<file path="config.mk">
export PLATFORM = sky130hd
export DESIGN_NAME = flowid_alloc_ctrl
export DESIGN_NICKNAME = d
export VERILOG_FILES = /design/src/rtl/flowid_alloc_ctrl.sv
export SDC_FILE = /design/constraint.sdc
export NUM_CORES = 1
export LEC_CHECK = 0
export CORE_UTILIZATION = 25
export DETAILED_ROUTE_END_ITERATION = 6
export PLACE_DENSITY_LB_ADDON = 0.25
export SLEW_MARGIN = 20
export SYNTH_ARGS = -nofsm -noshare
export SYNTH_HDL_FRONTEND = slang
export SYNTH_SLANG_ARGS = --single-unit
</file>
<file path="constraint.sdc">
create_clock -name clk -period 13.25 [get_ports clk]
set_input_delay 2.65 -clock clk [delete_from_list [all_inputs] [get_ports clk]]
set_output_delay 2.65 -clock clk [all_outputs]
set_load 0.02 [all_outputs]
</file>
<file path="src/rtl/flowid_alloc_ctrl.sv">
// flowid_alloc_ctrl: connection-lifetime controller behind the flow ID manager.
//
// It handles one new-connection or close request at a time.
// - New connection: takes a free flow ID from the manager, stores the
//   connection tuple in table[id], sets the entry's valid bit and returns
//   the ID to the requester.
// - Close: clears the valid bit, hands the ID back to the manager and
//   reports the result to the requester.
// A combinational read port gives the stored tuple and valid bit of any entry.
//
// Optional feature: define FLOWID_DOUBLE_FREE_CHK_EN to reject closes of
// entries that are not valid. A rejected close returns nothing to the
// manager and responds with close_resp_ok=0. When the macro is undefined,
// every close frees its ID and close_resp_ok is tied to 1.
//
// Ports
//   clk, rst                 clock and synchronous active-high reset
//   new_flow_*               new-connection request and response
//   close_*                  close request and response
//   flowid_req/avail/flowid  pop port of the manager's free-ID FIFO
//   flowid_ret_*             ID return port toward the manager
//   rd_flowid/rd_tuple/rd_valid  combinational table read port
//
// Handshake rule for every val/rdy pair: a transfer happens in a cycle where
// both val and rdy are 1. A producer holding val high keeps its payload
// stable until that cycle.
//
// The current FSM state is held in state_q, which has type tcp_pkg::flowid_state_e.

package tcp_pkg;
  localparam int FLOWID_W = 4;

  typedef enum logic [1:0] {
    IDLE       = 2'd0,
    ALLOC_RESP = 2'd1,
    CLOSE_RET  = 2'd2,
    CLOSE_RESP = 2'd3
  } flowid_state_e;
endpackage

module flowid_alloc_ctrl
  import tcp_pkg::*;
#(
  parameter int TUPLE_W = 96
) (
  input  logic                clk,
  input  logic                rst,
  input  logic                new_flow_val,
  input  logic [TUPLE_W-1:0]  new_flow_tuple,
  output logic                new_flow_rdy,
  output logic                new_flow_resp_val,
  output logic [FLOWID_W-1:0] new_flow_resp_flowid,
  input  logic                new_flow_resp_rdy,
  input  logic                close_val,
  input  logic [FLOWID_W-1:0] close_flowid,
  output logic                close_rdy,
  output logic                close_resp_val,
  output logic                close_resp_ok,
  input  logic                close_resp_rdy,
  output logic                flowid_req,
  input  logic                flowid_avail,
  input  logic [FLOWID_W-1:0] flowid,
  output logic                flowid_ret_val,
  output logic [FLOWID_W-1:0] flowid_ret_id,
  input  logic                flowid_ret_rdy,
  input  logic [FLOWID_W-1:0] rd_flowid,
  output logic [TUPLE_W-1:0]  rd_tuple,
  output logic                rd_valid
);

  localparam int DEPTH = 2 ** FLOWID_W;

  flowid_state_e       state_q, state_d;
  logic [FLOWID_W-1:0] id_q, id_d;
  logic [DEPTH-1:0]    valid_q;
  logic [TUPLE_W-1:0]  tuple_mem [DEPTH];
  logic                alloc_acc;
  logic                close_acc;
  logic                clr_valid;
`ifdef FLOWID_DOUBLE_FREE_CHK_EN
  logic                ok_q, ok_d;
`endif

  always_comb begin
    state_d   = state_q;
    id_d      = id_q;
    alloc_acc = 1'b0;
    close_acc = 1'b0;
    clr_valid = 1'b0;
`ifdef FLOWID_DOUBLE_FREE_CHK_EN
    ok_d      = ok_q;
`endif
    case (state_q)
      IDLE: begin
        // Accepting nothing while rst is high keeps the manager FIFO from
        // being popped in a cycle that the reset will discard.
        if (!rst && close_val) begin
          close_acc = 1'b1;
          id_d      = close_flowid;
`ifdef FLOWID_DOUBLE_FREE_CHK_EN
          if (valid_q[close_flowid]) begin
            clr_valid = 1'b1;
            state_d   = CLOSE_RET;
          end else begin
            ok_d      = 1'b0;
            state_d   = CLOSE_RESP;
          end
`else
          clr_valid = 1'b1;
          state_d   = CLOSE_RET;
`endif
        end else if (!rst && new_flow_val && flowid_avail) begin
          alloc_acc = 1'b1;
          id_d      = flowid;
          state_d   = ALLOC_RESP;
        end
      end
      ALLOC_RESP: begin
        if (new_flow_resp_rdy) state_d = IDLE;
      end
      CLOSE_RET: begin
        if (flowid_ret_rdy) begin
`ifdef FLOWID_DOUBLE_FREE_CHK_EN
          ok_d = 1'b1;
`endif
          state_d = CLOSE_RESP;
        end
      end
      CLOSE_RESP: begin
        if (close_resp_rdy) state_d = IDLE;
      end
      default: state_d = IDLE;
    endcase
  end

  always_ff @(posedge clk) begin
    if (rst) begin
      state_q <= IDLE;
      id_q    <= '0;
      valid_q <= '0;
`ifdef FLOWID_DOUBLE_FREE_CHK_EN
      ok_q    <= 1'b0;
`endif
    end else begin
      state_q <= state_d;
      id_q    <= id_d;
`ifdef FLOWID_DOUBLE_FREE_CHK_EN
      ok_q    <= ok_d;
`endif
      if (alloc_acc) valid_q[flowid] <= 1'b1;
      if (clr_valid) valid_q[close_flowid] <= 1'b0;
    end
  end

  // The tuple storage has no reset. An entry is only read as meaningful
  // when its valid bit is set.
  always_ff @(posedge clk) begin
    if (alloc_acc) tuple_mem[flowid] <= new_flow_tuple;
  end

  // A single latched ID serves both paths. Only one transaction is in flight,
  // so the allocated ID and the ID being returned never coexist.
  assign new_flow_rdy         = alloc_acc;
  assign flowid_req           = alloc_acc;
  assign close_rdy            = close_acc;
  assign new_flow_resp_val    = (state_q == ALLOC_RESP);
  assign new_flow_resp_flowid = id_q;
  assign flowid_ret_val       = (state_q == CLOSE_RET);
  assign flowid_ret_id        = id_q;
  assign close_resp_val       = (state_q == CLOSE_RESP);
`ifdef FLOWID_DOUBLE_FREE_CHK_EN
  assign close_resp_ok        = ok_q;
`else
  assign close_resp_ok        = 1'b1;
`endif

  assign rd_tuple = tuple_mem[rd_flowid];
  assign rd_valid = valid_q[rd_flowid];

endmodule

</file>
==> results summary <==
The number of maximum-capacitance violations is 0. Static timing analysis puts the maximum clock frequency at 114 MHz. The worst flop-to-flop path startpoint is state_q[0]. The most used flip-flop cell after synthesis is sky130_fd_sc_hd__edfxtp_1. The cell count of the worst hold path came out at 2. Counting flops with a built-in enable in the synthesized netlist gives 1,536. The core region is 233,000 µm².

The count of cells along the worst register-to-register path came out at 6. After detailed routing, the met2 layer carries 73,800 µm of wire. The last weighted congestion value of the routability-driven placer came out at 0.682.

The transition at the pin with the smallest max-transition slack is 1.06 ns. Buffers added to address setup during post-CTS repair amount to 0. The cell count after placement is 5,661. The final worst hold slack is 0.538 ns. The total number of clock tree sinks is 1,558. The final-stage net count is 2,908.

The mean number of vias per cell is 4.55. Ranked by instance count, the synthesized netlist is headed by sky130_fd_sc_hd__edfxtp_1, sky130_fd_sc_hd__mux4_2, sky130_fd_sc_hd__a22oi_1, sky130_fd_sc_hd__nand2_1, sky130_fd_sc_hd__clkbuf_1. The via count of the first global-routing pass is 28,694. Counting every net in the synthesized netlist gives 2,603. The total of warnings raised by yosys came out at 0. After technology mapping, the gate count stands at 2,487. The worst hold path begins at valid_q[12].

The initial antenna violation count came out at 27. The I/O pin count came out at 228. TritonCTS built the clock tree. The routed length on met1 came out at 72,200 µm.

The clock input transition at the sequential cells of the worst setup and hold paths came out at 0.05 ns. In this run, the number of DRC markers left after iteration 0 of detailed routing was 2,589. The arrival time at the worst endpoint came out at 6.08 ns.

The first-pass GRT wire length is 222,000 µm. For hold timing, the worst endpoint is valid_q[12]. In this run the cell area of the synthesized design comes to 58,500 µm². The final-report hold violation count is 0. The total vias in the final route is 27,214. In this run the worst hold path is classified as flip-flop to flip-flop. The number of CTS-inserted buffers came out at 172. The share of synthesized area occupied by flip-flops and latches came out at 0.796.

The horizontal die dimension is 486 µm. sky130_fd_sc_hd__edfxtp_1 is the most common cell in the netlist. The final wirelength came out at 157,000 µm. The pin count of the biggest net entering global routing came out at 99. In this run the register-to-register setup slack is 9.04 ns. The setup violation total in the final timing report came out at 0. The latest clock arrival within the worst-skew pair is 0.80 ns. The number of search-and-repair iterations in the first detailed-routing pass came out at 5. The clock tree root driver cell is sky130_fd_sc_hd__clkbuf_16. The average footprint of a synthesized cell is 23.5 µm². The post-route clock skew came out at 0.0268 ns. The number of filler instances in the final layout is 22,450.

The required time of the critical path came out at 10.60 ns. The total number of H-tree levels is 4. The total met3 wirelength after detailed routing came out at 7990 µm. The proportion of synthesized flip-flops having asynchronous set or reset came out at 0.

The worst register-to-register path ends at tuple_mem[3][40]. By area the synthesized netlist is led by sky130_fd_sc_hd__edfxtp_1, sky130_fd_sc_hd__mux4_2, sky130_fd_sc_hd__a22oi_1, sky130_fd_sc_hd__dfxtp_1, sky130_fd_sc_hd__nand2_1. In the global route stage, overall resource usage came out at 0.132. The sum of net half-perimeters after detailed placement is 78,900 µm.

The critical path is of the primary input to output port type. Setup repair after global routing left no endpoint under its margin. Across the VDD grid, the largest voltage drop is 103 µV.

The number of routed nets with antenna violations came out at 0. The floorplan has 177 rows. The post-route minimum period is 8.73 ns. The total of buffers placed on input and output ports is 226. The final standard cell count with taps included and fillers excluded came out at 5,977. The total of cells resized after clock tree synthesis came out at 0. The max-slew violation total from the final report is 0. The die outline height is 486 µm. The detailed-route wire length per cell came out at 26.2 µm. The area fraction of the dominant cell type after synthesis is 0.788. Dividing total power by cell area gives a power density of 152 nW/µm². The clock passes through at most 3 buffers. In this run the tightest slew margin relative to its limit is 0.293.

The area added between synthesis and finish is 19.9%. The flow ran to the end, and the final reports show no timing, DRC or antenna violations. The largest total area in the synthesized netlist belongs to sky130_fd_sc_hd__edfxtp_1. The total of flip-flops plus latches after synthesis came out at 1,558.

The worst-path maximum fanout is 53. The setup total negative slack is 0 ns. Counting distinct cell types in the post-synthesis netlist gives 31.

The final critical-path share of the clock period is 0.659. The area of the die came out at 236,000 µm². The detailed router used layers up to and including met5. The fraction of layout cells with a size suffix above 1 is 0.238. The remaining routing DRC violations is 0. The kind of launch point of the worst setup path is a primary input. The post-cts hold buffer count is 0.

The effective utilization at floorplan is 0.252. The worst setup path is captured at an output port. The overall overflow remaining after global route came out at 0. The analysis attributes to cell leakage a power of 21.3 nW.
## kinds of logic after synthesis
group	synth area share
buffers and inverters	0.0124
other	0.0000641
flip-flops	0.796
multiplexers	0.150
AND/OR/NAND/NOR	0.0115
AO/OA/AOI/OAI	0.0299
## layout by cell type, fill, tap and decap left out, types with 3 or more instances in the layout
| master | count |
|---|---|
| sky130_fd_sc_hd__a211oi_1 | 12 |
| sky130_fd_sc_hd__a21oi_1 | 5 |
| sky130_fd_sc_hd__a22oi_1 | 194 |
| sky130_fd_sc_hd__a311oi_1 | 8 |
| sky130_fd_sc_hd__a31oi_1 | 16 |
| sky130_fd_sc_hd__buf_12 | 16 |
| sky130_fd_sc_hd__buf_4 | 34 |
| sky130_fd_sc_hd__bufinv_16 | 15 |
| sky130_fd_sc_hd__clkbuf_1 | 28 |
| sky130_fd_sc_hd__clkbuf_16 | 176 |
| sky130_fd_sc_hd__clkdlybuf4s50_1 | 224 |
| sky130_fd_sc_hd__clkinv_1 | 50 |
| sky130_fd_sc_hd__clkinv_2 | 19 |
| sky130_fd_sc_hd__clkinv_4 | 5 |
| sky130_fd_sc_hd__dfxtp_1 | 22 |
| sky130_fd_sc_hd__diode_2 | 5 |
| sky130_fd_sc_hd__edfxtp_1 | 1536 |
| sky130_fd_sc_hd__inv_6 | 7 |
| sky130_fd_sc_hd__mux2i_1 | 4 |
| sky130_fd_sc_hd__mux4_2 | 389 |
| sky130_fd_sc_hd__nand2_1 | 104 |
| sky130_fd_sc_hd__nor2_1 | 5 |
| sky130_fd_sc_hd__nor2_4 | 13 |
| sky130_fd_sc_hd__nor2b_1 | 6 |
| sky130_fd_sc_hd__nor3_1 | 3 |
| sky130_fd_sc_hd__nor3_2 | 4 |
## state kept, by name, summed over array words and instances, names as in the netlist
| name | flops |
|---|---|
| flowid_ret_id | 4 |
| state_q | 2 |
| tuple_mem | 1536 |
| valid_q | 16 |
## routing by layer
metal | GRT usage | vias to the layer above
met2 | 0.209 | 686
met5 | 0 | -
met3 | 0.0285 | 226
met1 | 0.185 | 14889
li1 | - | 11387
met4 | 0.0298 | 26
## worst max path at each step
stage / from / endpoint / slack, ns / cells after the start
after floorplan: rst / tuple_mem[1][0] / 2.48 / 4
after global placement: rd_flowid[2] / rd_tuple[41] / 4.43 / 6
after detailed placement: rd_flowid[2] / rd_tuple[41] / 4.39 / 6
after CTS: rd_flowid[2] / rd_tuple[41] / 4.39 / 6
after global routing: rd_flowid[2] / rd_tuple[41] / 4.35 / 6
final: rd_flowid[2] / rd_tuple[41] / 4.52 / 6
## worst max-delay path, stage by stage
cell	delay, ns
sky130_fd_sc_hd__clkdlybuf4s50_1	0.63
sky130_fd_sc_hd__and2_4	0.60
sky130_fd_sc_hd__buf_4	0.91
sky130_fd_sc_hd__a22oi_1	0.34
sky130_fd_sc_hd__nand2_1	0.13
sky130_fd_sc_hd__clkdlybuf4s50_1	0.72
## through the flow
step	total power [mW]	area (µm²)	setup WS (ns)	util
after CTS	10.8	70100	4.39	0.302
after floorplan	5.81	58500	2.48	-
final	10.7	70100	4.52	0.302
after global routing	11.0	70100	4.35	0.302
after detailed placement	6.09	64600	4.39	0.278
after global placement	6.08	64600	4.43	0.278
## final cells by class
cell class	count	area, µm²	area share
sequential	1558	46600	0.664
multi-input combinational	782	11400	0.162
clock buffer	206	4540	0.0647
tap	3043	3810	0.0543
timing repair buffer	276	2850	0.0406
clock inverter	105	997	0.0142
antenna	5	12.5	0.000178
inverter	2	7.51	0.000107
## where the power goes
group	switching [mW]	total (mW)	internal [mW]
Sequential	0.00399	5.43	5.42
Combinational	0.319	0.542	0.223
Clock	1.97	4.70	2.73
Power figures use the tool's default switching activity.
